==> src/rtl/ps2_key_tracker.sv <==
// PS/2 scan-code tracker: parses make/break/extended sequences, keeps a held
// bitmap for the bound keys and derives registered accel/steer axis codes.
module ps2_key_tracker #(
  parameter int                    NUM_KEYS       = 4,
  parameter logic [8*NUM_KEYS-1:0] KEY_CODES      = {8'h74, 8'h6B, 8'h72, 8'h73},
  parameter logic [NUM_KEYS-1:0]   EXT_MASK       = '0,
  parameter bit                    LAST_WINS      = 1'b1,
  parameter int                    TIMEOUT_CYCLES = 100000
) (
  input  logic                        CLOCK_50,
  input  logic                        resetn,
  input  logic [7:0]                  ps2_key_data,
  input  logic                        ps2_key_pressed,
  output logic [NUM_KEYS-1:0]         key_held,
  output logic [1:0]                  accel,
  output logic [1:0]                  steer,
  output logic                        make_pulse,
  output logic                        break_pulse,
  output logic [$clog2(NUM_KEYS)-1:0] key_index,
  output logic                        seq_error
);

  localparam int            CW   = $clog2(TIMEOUT_CYCLES + 1);
  localparam int            KW   = $clog2(NUM_KEYS);
  localparam logic [CW-1:0] TMAX = CW'(TIMEOUT_CYCLES);

  typedef enum logic [1:0] {IDLE, EXT, BRK, EXT_BRK} state_t;

  state_t              state_q, state_d, cur_p0;
  logic [CW-1:0]       cnt_q;
  logic                timeout_p0, final_p0, is_make_p0, is_ext_p0, found_p0;
  logic [KW-1:0]       idx_p0;
  logic [NUM_KEYS-1:0] match_p0, held_d;
  logic                last_a_q, last_a_d, last_s_q, last_s_d;
  logic                make_d, break_d;
  logic [KW-1:0]       index_d;
  logic [1:0]          accel_d, steer_d;
  logic [7:0]          held_pad;

  function automatic logic [CW-1:0] sat_inc(input logic [CW-1:0] c);
    return (c == TMAX) ? c : c + 1'b1;
  endfunction

  // pos drives 10, neg drives 01; neg_last says the negative key was made last
  function automatic logic [1:0] axis(input logic pos, input logic neg, input logic neg_last);
    if (pos && neg) return LAST_WINS ? (neg_last ? 2'b01 : 2'b10) : 2'b00;
    else if (pos)   return 2'b10;
    else if (neg)   return 2'b01;
    else            return 2'b00;
  endfunction

  // Stage p0: byte classification; a timeout in this cycle makes the byte start fresh
  always_comb begin
    timeout_p0 = (state_q != IDLE) && (cnt_q == TMAX);
    cur_p0     = timeout_p0 ? IDLE : state_q;
    state_d    = cur_p0;
    final_p0   = 1'b0;
    if (ps2_key_pressed) begin
      case (cur_p0)
        IDLE:    if (ps2_key_data == 8'hE0)      state_d = EXT;
                 else if (ps2_key_data == 8'hF0) state_d = BRK;
                 else                            final_p0 = 1'b1;
        EXT:     if (ps2_key_data == 8'hF0)      state_d = EXT_BRK;
                 else if (ps2_key_data == 8'hE0) state_d = EXT;
                 else                            final_p0 = 1'b1;
        BRK:     if (ps2_key_data == 8'hF0)      state_d = BRK;
                 else                            final_p0 = 1'b1;
        EXT_BRK: if (ps2_key_data == 8'hF0)      state_d = EXT_BRK;
                 else                            final_p0 = 1'b1;
        default: state_d = IDLE;
      endcase
    end
    if (final_p0) state_d = IDLE;
    is_make_p0 = (cur_p0 == IDLE) || (cur_p0 == EXT);
    is_ext_p0  = (cur_p0 == EXT) || (cur_p0 == EXT_BRK);

    found_p0 = 1'b0;
    idx_p0   = '0;
    for (int i = NUM_KEYS - 1; i >= 0; i--) begin
      if (KEY_CODES[8*i +: 8] == ps2_key_data && EXT_MASK[i] == is_ext_p0) begin
        found_p0 = 1'b1;
        idx_p0   = KW'(i);
      end
    end
    match_p0 = found_p0 ? (NUM_KEYS'(1) << idx_p0) : '0;
  end

  always_comb begin
    held_d   = key_held;
    last_a_d = last_a_q;
    last_s_d = last_s_q;
    make_d   = 1'b0;
    break_d  = 1'b0;
    index_d  = key_index;
    if (final_p0 && found_p0) begin
      if (is_make_p0 && (match_p0 & key_held) == '0) begin
        held_d  = key_held | match_p0;
        make_d  = 1'b1;
        index_d = idx_p0;
        if (int'(idx_p0) == 0)      last_a_d = 1'b0;
        else if (int'(idx_p0) == 1) last_a_d = 1'b1;
        else if (int'(idx_p0) == 2) last_s_d = 1'b1;
        else if (int'(idx_p0) == 3) last_s_d = 1'b0;
      end else if (!is_make_p0 && (match_p0 & key_held) != '0) begin
        held_d  = key_held & ~match_p0;
        break_d = 1'b1;
        index_d = idx_p0;
      end
    end
    held_pad = 8'(held_d);
    accel_d  = axis(held_pad[0], held_pad[1], last_a_d);
    steer_d  = (NUM_KEYS >= 4) ? axis(held_pad[3], held_pad[2], last_s_d) : 2'b00;
  end

  // Stage p1: registered outputs and parser state
  always_ff @(posedge CLOCK_50) begin
    if (!resetn) begin
      state_q     <= IDLE;
      cnt_q       <= '0;
      last_a_q    <= 1'b0;
      last_s_q    <= 1'b0;
      key_held    <= '0;
      accel       <= 2'b00;
      steer       <= 2'b00;
      make_pulse  <= 1'b0;
      break_pulse <= 1'b0;
      key_index   <= '0;
      seq_error   <= 1'b0;
    end else begin
      state_q     <= state_d;
      cnt_q       <= (ps2_key_pressed || state_q == IDLE) ? '0 : sat_inc(cnt_q);
      last_a_q    <= last_a_d;
      last_s_q    <= last_s_d;
      key_held    <= held_d;
      accel       <= accel_d;
      steer       <= steer_d;
      make_pulse  <= make_d;
      break_pulse <= break_d;
      key_index   <= index_d;
      seq_error   <= timeout_p0;
    end
  end

endmodule

==> config.mk <==
export PLATFORM = sky130hd
export DESIGN_NAME = ps2_key_tracker
export DESIGN_NICKNAME = d
export VERILOG_FILES = /design/src/rtl/ps2_key_tracker.sv
export SDC_FILE = /design/constraint.sdc
export NUM_CORES = 1
export LEC_CHECK = 0
export ABC_CLOCK_PERIOD_IN_PS = 3460
export BUFFER_PORTS_ARGS = -buffer_cell sky130_fd_sc_hd__buf_2
export CORE_UTILIZATION = 51
export DETAILED_ROUTE_END_ITERATION = 7
export GPL_TIMING_DRIVEN = 0
export PLACE_DENSITY_LB_ADDON = 0.12
export SLEW_MARGIN = 25
export SYNTH_ARGS = -nofsm -noshare
export SYNTH_HDL_FRONTEND = slang
export SYNTH_SLANG_ARGS = --single-unit
==> constraint.sdc <==
create_clock -name CLOCK_50 -period 3.46 [get_ports CLOCK_50]
set_clock_uncertainty 0.15 [all_clocks]
set_input_delay 0.692 -clock CLOCK_50 [delete_from_list [all_inputs] [get_ports CLOCK_50]]
set_output_delay 0.692 -clock CLOCK_50 [all_outputs]
set_load 0.01 [all_outputs]
Word-level counts from Yosys, hierarchy flattened --
Index checks and enable logic that the tools add are counted.
Storage, ports and cells: flip-flop bits (word level) 34, input bits 11, output and inout bits 13, word-level logic and storage cells 108
Operators by class: add/subtract/negate cells 1, equal/unequal tests 13, shifts and indexed selects 1, muxes and demuxes 48, bitwise operators 7, reduce and logical (&&, ||, !) cells 27
Operators with widths (number):
- 2-bit two-way mux | 19
- 7-bit by 8-bit == test with 1-bit output, first input constant | 4
- 1-bit two-way mux | 23
- 17-bit by 1-bit adder with 17-bit output, second input constant | 1
- 17-bit == test, second input constant | 1
- 8-bit == test, second input constant | 2
- 4-bit two-way mux | 4
- 1-bit logical AND | 10
- 4-bit AND | 2
- 2-bit == test, second input constant | 4
- 2-bit case mux with 4 select lines | 1
- 2-bit zero test | 3
- 2-bit OR reduction | 3
- 2-bit by 1-bit == test with 1-bit output, second input constant | 2
- 4-bit zero test | 1
- 4-bit NOT | 1
- 4-bit bitwise OR | 1
- 2-bit AND reduction | 2
- 2-bit nonzero test | 2
- 4-bit nonzero test | 1
- 1-bit by 2-bit left shift with 4-bit output, first input constant | 1
- 1-bit logical OR | 3
- 1-bit NOT | 3
- 1-bit case mux with 3 select lines | 1
- 2 further kinds | 2

Longest topological paths before layout --
Gate-level depths: netlist of run 1.
word-level depth 22, gate-level depth with buffers 12, depth with buffers taken out 12

Least setup slack after synthesis of run 1 --
OpenSTA, ideal clock, no wires.
kind in2reg, start input ps2_key_data[0], end register key_index[0], setup time 128 ps, arrival time 3007 ps, required time 3182 ps, slack 175 ps, stages on the path 11, buffers on the path 2, path through buf_2 or3b_2 or2_2 clkbuf_1 o22ai_1 o21a_1 ha_1 nand2b_1 a2111oi_4 mux2i_1 nor2_1
Between the ends: longest elaborated chain between the ends 13, elaborated cells between the ends (all ways) 36, those cells by class 6 x eq/ne; 1 x shift; 17 x mux; 1 x bitwise; 11 x reduce/logical
RTL lines:
- start: declaration | line 12 | input logic [7:0] ps2_key_data,
- 7-bit by 8-bit == test with 1-bit output | line 80 | if (KEY_CODES[8*i +: 8] == ps2_key_data && EXT_MASK[i] == is_ext_p0) begin
- 1-bit logical AND | line 80
- 2-bit two-way mux (4 in a row) | line 80
- 1-bit by 2-bit left shift with 4-bit output | line 85 | match_p0 = found_p0 ? (NUM_KEYS'(1) << idx_p0) : '0;
- 4-bit two-way mux | line 85
- 4-bit AND | line 96, 104
- 4-bit zero test or 4-bit nonzero test (tied branches) | line 96, 104
- 1-bit logical AND (on tied branches) | line 96, 104
- 2-bit nonzero test (no source line)
- 2-bit AND reduction (no source line)
- end signal: assignment | line 139 | key_index <= index_d;
- end: declaration | line 19 | output logic [$clog2(NUM_KEYS)-1:0] key_index,
Several ways; a longest one is shown, not always the timed one. The select of a mux whose other input is x is not followed. A chain may end at the register's enable or synchronous reset.

Worst setup path in the final report of run 1 --
start register cnt_q[12], end register key_index[1]
Between the ends: longest elaborated chain between the ends 18, elaborated cells between the ends (all ways) 38, those cells by class 4 x eq/ne; 1 x shift; 14 x mux; 2 x bitwise; 17 x reduce/logical
RTL lines:
- start: declaration | line 30 | logic [CW-1:0] cnt_q;
- start signal: assignment | line 131 | cnt_q <= (ps2_key_pressed || state_q == IDLE) ? '0 : sat_inc(cnt_q);
- 17-bit == test * | line 54 | timeout_p0 = (state_q != IDLE) && (cnt_q == TMAX);
- 1-bit logical AND * | line 54
- 2-bit two-way mux * | line 55 | cur_p0 = timeout_p0 ? IDLE : state_q;
- 2-bit by 1-bit == test with 1-bit output or 2-bit == test (tied branches) | line 59, 74, 75
- 1-bit logical OR | line 75 | is_ext_p0 = (cur_p0 == EXT) || (cur_p0 == EXT_BRK);
- 1-bit NOT | line 80
- 1-bit logical AND | line 80
- 2-bit two-way mux (4 in a row) | line 80
- 1-bit by 2-bit left shift with 4-bit output | line 85
- 4-bit two-way mux | line 85
- 4-bit AND | line 96, 104
- 4-bit zero test or 4-bit nonzero test (tied branches) | line 96, 104
- 1-bit logical AND (on tied branches) | line 96, 104
- 2-bit nonzero test (no source line)
- 2-bit AND reduction (no source line)
Every way passes the cells marked *; elsewhere a longest branch is shown, timed or not. The select of a mux whose other input is x is not followed.

==> results of run 1 <==
[flip-flops by register name, indices dropped and copies added, names as in the netlist]
register,cells
accel,2
break_pulse,1
cnt_q,17
key_held,4
key_index,2
last_a_q,1
last_s_q,1
make_pulse,1
seq_error,1
state_q,2
steer,2
[worst min-delay path by stage]
stage	from	to	slack, ns	depth (start not counted)
floorplan	last_a_q$_SDFF_PN0_	last_a_q$_SDFF_PN0_	0.31	2
global placement	key_index[0]$_SDFFE_PN0P_	key_index[0]$_SDFFE_PN0P_	0.33	2
detailed placement	key_index[0]$_SDFFE_PN0P_	key_index[0]$_SDFFE_PN0P_	0.34	2
CTS	cnt_q[15]$_SDFFE_PP0P_	cnt_q[15]$_SDFFE_PP0P_	0.36	2
global route	last_a_q$_SDFF_PN0_	last_a_q$_SDFF_PN0_	0.38	2
finish	key_index[0]$_SDFFE_PN0P_	key_index[0]$_SDFFE_PN0P_	0.35	2
[critical path: stages (launching register included)]
cell,delay (ns)
dfxtp_1,0.36
or4b_4,0.57
or4_2,0.78
nand2_2,0.15
inv_1,0.06
ha_1,0.28
nand2b_1,0.18
a2111oi_4,0.36
nor2_1,0.07
a311oi_1,0.24
[metrics by stage]
stage | setup slack (ns) | util, % | std cells | power (W) | hold slack (ns)
after floorplan | 0.175 | - | 208 | 0.000421 | 0.308
after global placement | -0.0271 | 60.7 | 274 | 0.000433 | 0.326
after global routing | 0.00522 | 63.5 | 281 | 0.000738 | 0.379
after CTS | 0.0211 | 63.1 | 282 | 0.000714 | 0.360
final | 0.166 | 63.5 | 281 | 0.000709 | 0.354
after detailed placement | -0.0365 | 60.7 | 274 | 0.000435 | 0.337
[placed cells by master, fill, tap and decap left out, drive strengths merged, types with 6 or more instances in the layout]
cell	instances
dfxtp	34
nor2	26
buf	23
nand2	14
clkbuf	14
a21oi	13
nand3	11
inv	10
nand2b	9
xor2	9
o21ai	7
nor4	6
[per-layer routing]
layer	GRT usage, %	up-vias
li1	-	797
met1	24.3	736
met2	39.6	67
met3	5.76	11
met4	10.1	0
met5	0	-
[cell usage after synthesis, types with 2 or more instances]
cell type	n
a21oi_1	13
a311oi_1	2
a31oi_1	5
and3_1	4
clkbuf_1	8
dfxtp_1	34
ha_1	4
inv_1	10
mux2i_1	2
nand2_1	14
nand2b_1	9
nand3_1	11
nand3b_1	2
nand4_1	2
nand4b_1	2
nor2_1	25
nor3_1	4
nor4_1	6
o21ai_0	7
o221ai_1	2
o22ai_1	2
or2_2	2
or3_1	4
or4b_4	2
xnor2_1	5
xor2_1	9
[cell type report]
type                            count  area, sq um  area share [%]
Sequential cell                    34          681            34.0
Multi-Input combinational cell    155         1010            50.6
Clock buffer                        7         45.0            2.25
Buffer                              8         31.3            1.56
Clock inverter                      1         30.0            1.50
Tap cell                           44         55.1            2.75
Timing Repair Buffer               22          110            5.50
Inverter                           10         37.5            1.88
[repair_timing]
action,CTS,global route
setup endpoints to repair,0,3
endpoints found under the hold margin,0,0
gates resized for setup,0,5
[logic make-up (layout without fill, tap and decap cells)]
group	count (synthesis)	count (layout)	synth area share (%)
mux	2	2	1.14
xor+xnor	14	14	7.01
fa+ha+maj	4	4	2.86
buf+inv	19	48	4.15
flops	34	34	38.9
simple gates	96	96	30.1
compound gates	39	39	15.8
[power by group]
group | internal (W) | switching, W | leakage (nW)
sequential | 0.000391 | 0.000000244 | 0.274
clock | 0.000153 | 0.000129 | 0.0395
combinational | 0.0000120 | 0.0000229 | 0.383
total | 0.000557 | 0.000153 | 0.696
==> reports/metrics.sh, run 1 <==
ROUTE.TOP_LAYER_USED='met4'
CRITPATHLAUNCHTYPE='flip-flop'
MAX_FREQ_MHz=304
YOSYSSEQAREASHARE_PCT=38.9
SETUP_SLACK_ON_THE_WORST_FLOP_TO_FLOP_PATH_NS=0.17
FINAL_ANTENNA_NET_COUNT=0
MET2WIRELENGTH_UM=1890
REQUIRED_NS=3.55
GLOBALROUTETOTALUTIL_PCT=22.1
YOSYS_MOST_USED_DFF='dfxtp_1'
SYNTH-ASYNC-RESET-RATIO_PCT=0
VIAS=1611
FLOORPLAN.DIE_AREA_SQ_UM=3670
FINALCRITPERIODSHARE_PCT=95.2
GLOBALROUTE.TOTALOVERFLOW=0
IO_BUFFER_COUNT=22
DIE_Y_UM=60.6
DETAILED_ROUTE_VIAS_PER_INSTANCE=5.73
DIODES=0
WORST_R2R_PATH_DEPTH=9
PLACEABLECOREAREA_SQ_UM=3150
DR.FIRST_ITER.DRC_COUNT=77
CELLPOWERDENSITY_nW_PER_UM2=354
CLOCKBUFFERDEPTH=2
CLKSINKCOUNT=34
SETUP_REPAIR_AFTER_GLOBAL_ROUTING_MISSED_ITS_MARGIN='false'
POSTCTSHOLDBUFS=0
CTS_BUFFERS=5
WORST-SETUP-PATH-TYPE='flip-flop to flip-flop'
STARTPOINT='cnt_q[12]$_SDFFE_PP0P_'
IOS=24
WORSTREG2REGEND='key_index[1]$_SDFFE_PN0P_'
DR_WL_MET3_UM=211
DETAIL_ROUTE.WIRELENGTH.MET1_UM=1610
SETUP_VIOL=0
CLOCK_TREE.HTREE_LEVEL_COUNT=2
DRC_ERRORS=0
TRITONCTS='built'
TIMING_MAX_TRANSITION_VIOLATIONS_FINAL=0
DETAILED_ROUTE_WL_UM=3780
MAPPEDNETLISTAREA_SQ_UM=1750
DIE_X_UM=60.6
VDD_IR_DROP_MAX_uV=208
YS_TOP_CELLS_BY_AREA='dfxtp_1, nor2_1, xor2_1, a21oi_1, nand2b_1'
SETUP_TOTAL_NEGATIVE_SLACK_NS=0
POSTSYNTHCELLCOUNT=208
RUN_STATUS='finished, final reports clean'
WORST_SETUP_PATH_END_KIND='flip-flop'
SYNTHDOMINANTCELLAREASHARE_PCT=38.9
AREA_GROWTH_FROM_SYNTHESIS_TO_LAYOUT_PCT=14.4
SLEW-LIMIT-HEADROOM_PCT=50.0
ANTENNA_VIOLATIONS_BEFORE_REPAIR=0
LAYOUT.CELL_AREA.NON_FILLER_SQ_UM=2000
SYNTH_AREA_LEADER_CELL='dfxtp_1'
DRV.MAX_CAP_VIOLATION_COUNT=0
POSTSYNTHAREAPERCELL_SQ_UM=8.41
DP_HPWL_UM=2820
DRT-WIRELENGTH-PER-CELL_UM=13.4
SYNTH_FP_NETS=223
CTS.REPORTEDPATHS.CLKPINSLEW_NS=0.10
LAYOUT-DRIVE-GT1-SHARE_PCT=18.1
GRT_MAX_DEGREE=11
POSTSYNTHREGISTERBITS=34
CRITICAL_PATH.ENDPOINT='key_index[1]$_SDFFE_PN0P_'
ROWS=20
WORST_PIN_SLEW_NS=0.741
GRT_PASS1_WL_UM=5930
MIN_PATH_TYPE='flip-flop to flip-flop'
CLOCKROOTBUFFER='clkbuf_4'
SYNTH_EDF_COUNT=0
PLACED_CELL_AREA_SQ_UM=1910
CLOCK_INSERTION_DELAY_WORST_SKEW_NS=0.33
RR_STARTPOINT='cnt_q[12]$_SDFFE_PP0P_'
CTS_SETUP_BUFFERS=0
ROUTABILITYCONGESTION=0.892
CRITICAL_PATH.MAX_FANOUT=6
NET_COUNT_FINAL=251
FINAL_HOLD_VIOL_COUNT=0
WORST_EP_ARRIVAL_TIME_NS=3.38
FIRST_GLOBAL_VIAS=1428
YS_TYPES=44
LEAKAGE_nW=0.696
DRT_FIRST_PASS_ITERS=4
FINALWORSTPATHREQUIREDPERIOD_NS=3.29
FILL_CELLS=297
INITIAL_UTILIZATION_PCT=55.5
YOSYS_WARNINGS=0
Note: power is estimated with default switching activity, not from simulation.
==> inputs of run 2 (changes only) <==
--- a/config.mk
+++ b/config.mk
@@ -7,7 +7,8 @@
 export LEC_CHECK = 0
 export ABC_CLOCK_PERIOD_IN_PS = 3460
 export BUFFER_PORTS_ARGS = -buffer_cell sky130_fd_sc_hd__buf_2
-export CORE_UTILIZATION = 51
+export CORE_UTILIZATION = 53
+export CTS_BUF_LIST = sky130_fd_sc_hd__clkbuf_4
 export DETAILED_ROUTE_END_ITERATION = 7
 export GPL_TIMING_DRIVEN = 0
 export PLACE_DENSITY_LB_ADDON = 0.12
==> run 2 against run 1 <==
Sequential power is essentially flat. Cell area is 1.7% lower. Via count fell by 3.4%. Core utilization shrank 0.065 points. Cell count fell by 0.36%. Total power is 11% lower. Critical path depth is the same. Count of clock-buffer cells in the layout shrank 2. Wire length shrank 3.6%. Largest power group unchanged.
==> reports/metrics.sh, run 2 (synthesis results as in run 1) <==
RUN_STATUS='finished, final reports clean'
MOST-COMMON-LAYOUT-CELLS='dfxtp_1, nor2_1, buf_2, nand2_1, a21oi_1'
FINALWORSTPATHREQUIREDPERIOD_NS=3.32
REGISTERS.TOP_BY_FF_COUNT='cnt_q'
ROWS=20
FIRST_GLOBAL_VIAS=1330
LEAKAGE_nW=0.685
SETUP_REPAIR_AFTER_GLOBAL_ROUTING_MISSED_ITS_MARGIN='false'
WORST_R2R_PATH_DEPTH=9
MULTI_INPUT_COMB_AREA_SQ_UM=1010
CTS_SETUP_BUFFERS=0
REQUIRED_NS=3.53
HP-START='last_a_q$_SDFF_PN0_'
LARGEST_REG_FLOPS=17
DRV.MAX_CAP_VIOLATION_COUNT=0
CTS.REPORTEDPATHS.CLKPINSLEW_NS=0.10
WORST_PIN_SLEW_NS=0.749
CLOCKROOTBUFFER='clkbuf_4'
WORST-SETUP-PATH-TYPE='flip-flop to flip-flop'
WP_BUF_INV=1
HOLD_END='last_a_q$_SDFF_PN0_'
LAYOUT-DRIVE-GT1-SHARE_PCT=17.8
FIN_CELLS=280
DP_HPWL_UM=2730
HOLD_DEPTH=2
DRT-WIRELENGTH-PER-CELL_UM=13.0
IO_BUFFER_COUNT=22
GLOBALROUTE.TOTALOVERFLOW=0
CRITPATHLAUNCHTYPE='flip-flop'
FLOORPLAN.DIE_AREA_SQ_UM=3530
CRIT_CHAIN='or4b_4 > or4_2 > nand2_1 > inv_1 > ha_1 > nand2b_1 > a2111oi_4 > mux2i_1 > nor2_1'
PLACE_INST=274
GRT_PASS1_WL_UM=5930
VDD_IR_DROP_MAX_uV=224
SETUP_TOTAL_NEGATIVE_SLACK_NS=0
SETUP_VIOL=0
INITIAL_UTILIZATION_PCT=56.4
TIMING_MAX_TRANSITION_VIOLATIONS_FINAL=0
DIE_X_UM=59.5
FINAL_DESIGN_UTILIZATION_PCT=63.4
CLOCK_TREE.HTREE_LEVEL_COUNT=2
CP.DEPTH=9
TRITONCTS='built'
DR.FIRST_ITER.DRC_COUNT=74
SETUP_SLACK_ON_THE_WORST_FLOP_TO_FLOP_PATH_NS=0.14
CTS.REPAIR.RESIZED=0
FINAL_HOLD_VIOL_COUNT=0
FINAL_ANTENNA_NET_COUNT=0
CELLPOWERDENSITY_nW_PER_UM2=320
FINALCRITPERIODSHARE_PCT=96.1
MIN_PATH_TYPE='flip-flop to flip-flop'
AREA_GROWTH_FROM_SYNTHESIS_TO_LAYOUT_PCT=12.5
LARGESTREGISTERS='cnt_q (17), key_held (4)'
GLOBALROUTETOTALUTIL_PCT=22.4
NET_COUNT_FINAL=251
WORST_SETUP_PATH_END_KIND='flip-flop'
REGAREA_SQ_UM=681
CLKSINKCOUNT=34
PLACEABLECOREAREA_SQ_UM=3100
CRIT_PATH_MAX_INCR_DELAY_NS=0.78
RR_STARTPOINT='cnt_q[12]$_SDFFE_PP0P_'
WORST_EP_ARRIVAL_TIME_NS=3.40
MAX_FREQ_MHz=301
LAYOUT_COMMONEST_CELL='dfxtp_1'
SLEW-LIMIT-HEADROOM_PCT=49.4
GRT_MAX_DEGREE=11
DETAILED_ROUTE_VIAS_PER_INSTANCE=5.56
DRT_FIRST_PASS_ITERS=4
VIAS=1556
CLOCKBUFFERDEPTH=2
IOS=24
DETAILED_ROUTE_WL_UM=3640
DIODES=0
ANTENNA_VIOLATIONS_BEFORE_REPAIR=0
DRC_ERRORS=0
FINAL.HOLD.WORST_SLACK_NS=0.347
CTS_BUFFERS=5
DIE_Y_UM=59.5
CRITICAL-PATH-SLOWEST-CELL='or4_2'
WORST_PATH_DOMINANT_CELL_FAMILY='simple AND/OR/NAND/NOR gates'
POSTCTSHOLDBUFS=0
CLOCK_INSERTION_DELAY_WORST_SKEW_NS=0.34
CRITICAL_PATH.MAX_FANOUT=6
ROUTABILITYCONGESTION=0.877
WORSTREG2REGEND='key_index[0]$_SDFFE_PN0P_'
FILL_CELLS=301
[run 2: cell count changes in the layout (fill, tap and decap cells not counted), sizes merged]
cell / previous run / this run
bufinv: 1 / 0
clkbuf: 14 / 12
clkinv: 0 / 2
[run 2: metal layers]
layer | routed length [um] | vias up | global-route usage, % | share of wire (%)
met2 | 1640 | 33 | 34.0 | 45
met3 | 147 | 6 | 3.93 | 4.0
met1 | 1810 | 723 | 31.1 | 50
met4 | 47 | 0 | 9.18 | 1.3
li1 | - | 794 | - | -
met5 | 0 | - | 0 | 0
[run 2: how the worst max path moves through the flow]
stage | from | end
final | cnt_q[12]$_SDFFE_PP0P_ | key_index[0]$_SDFFE_PN0P_
after global routing | cnt_q[12]$_SDFFE_PP0P_ | key_index[1]$_SDFFE_PN0P_
after CTS | cnt_q[12]$_SDFFE_PP0P_ | key_index[0]$_SDFFE_PN0P_
after detailed placement | ps2_key_data[0] | key_index[0]$_SDFFE_PN0P_
after global placement | ps2_key_data[0] | steer[0]$_SDFF_PN0_
after floorplan | ps2_key_data[0] | key_index[0]$_SDFFE_PN0P_
[run 2: cell type report]
type	count	share of cell area, %
sequential	34	34.6
multi-input combinational	155	51.1
tap	44	2.80
clock buffer	5	1.91
clock inverter	2	0.509
inverter	10	1.91
timing repair buffer	22	5.59
buffer	8	1.59
[run 2: through the flow]
stage / instance area, sq um / total power [W] / worst slack (ns)
after CTS: 1960 / 0.000636 / 0.0289
after global routing: 1970 / 0.000656 / 0.0180
final: 1970 / 0.000630 / 0.135
after floorplan: 1750 / 0.000421 / 0.175
after detailed placement: 1910 / 0.000434 / -0.00503
after global placement: 1910 / 0.000433 / -0.0178
[run 2: report_power, final]
| group | switching [W] | internal [W] |
|---|---|---|
| clock network | 0.000131 | 0.0000730 |
| registers | 0.000000250 | 0.000391 |
| logic | 0.0000226 | 0.0000120 |
| total | 0.000154 | 0.000476 |
[run 2: worst min-delay path, cell delays in order, from the launching register on]
cell and delay [ns]:
dfxtp_1 0.33, o21ai_0 0.07, a21oi_1 0.06
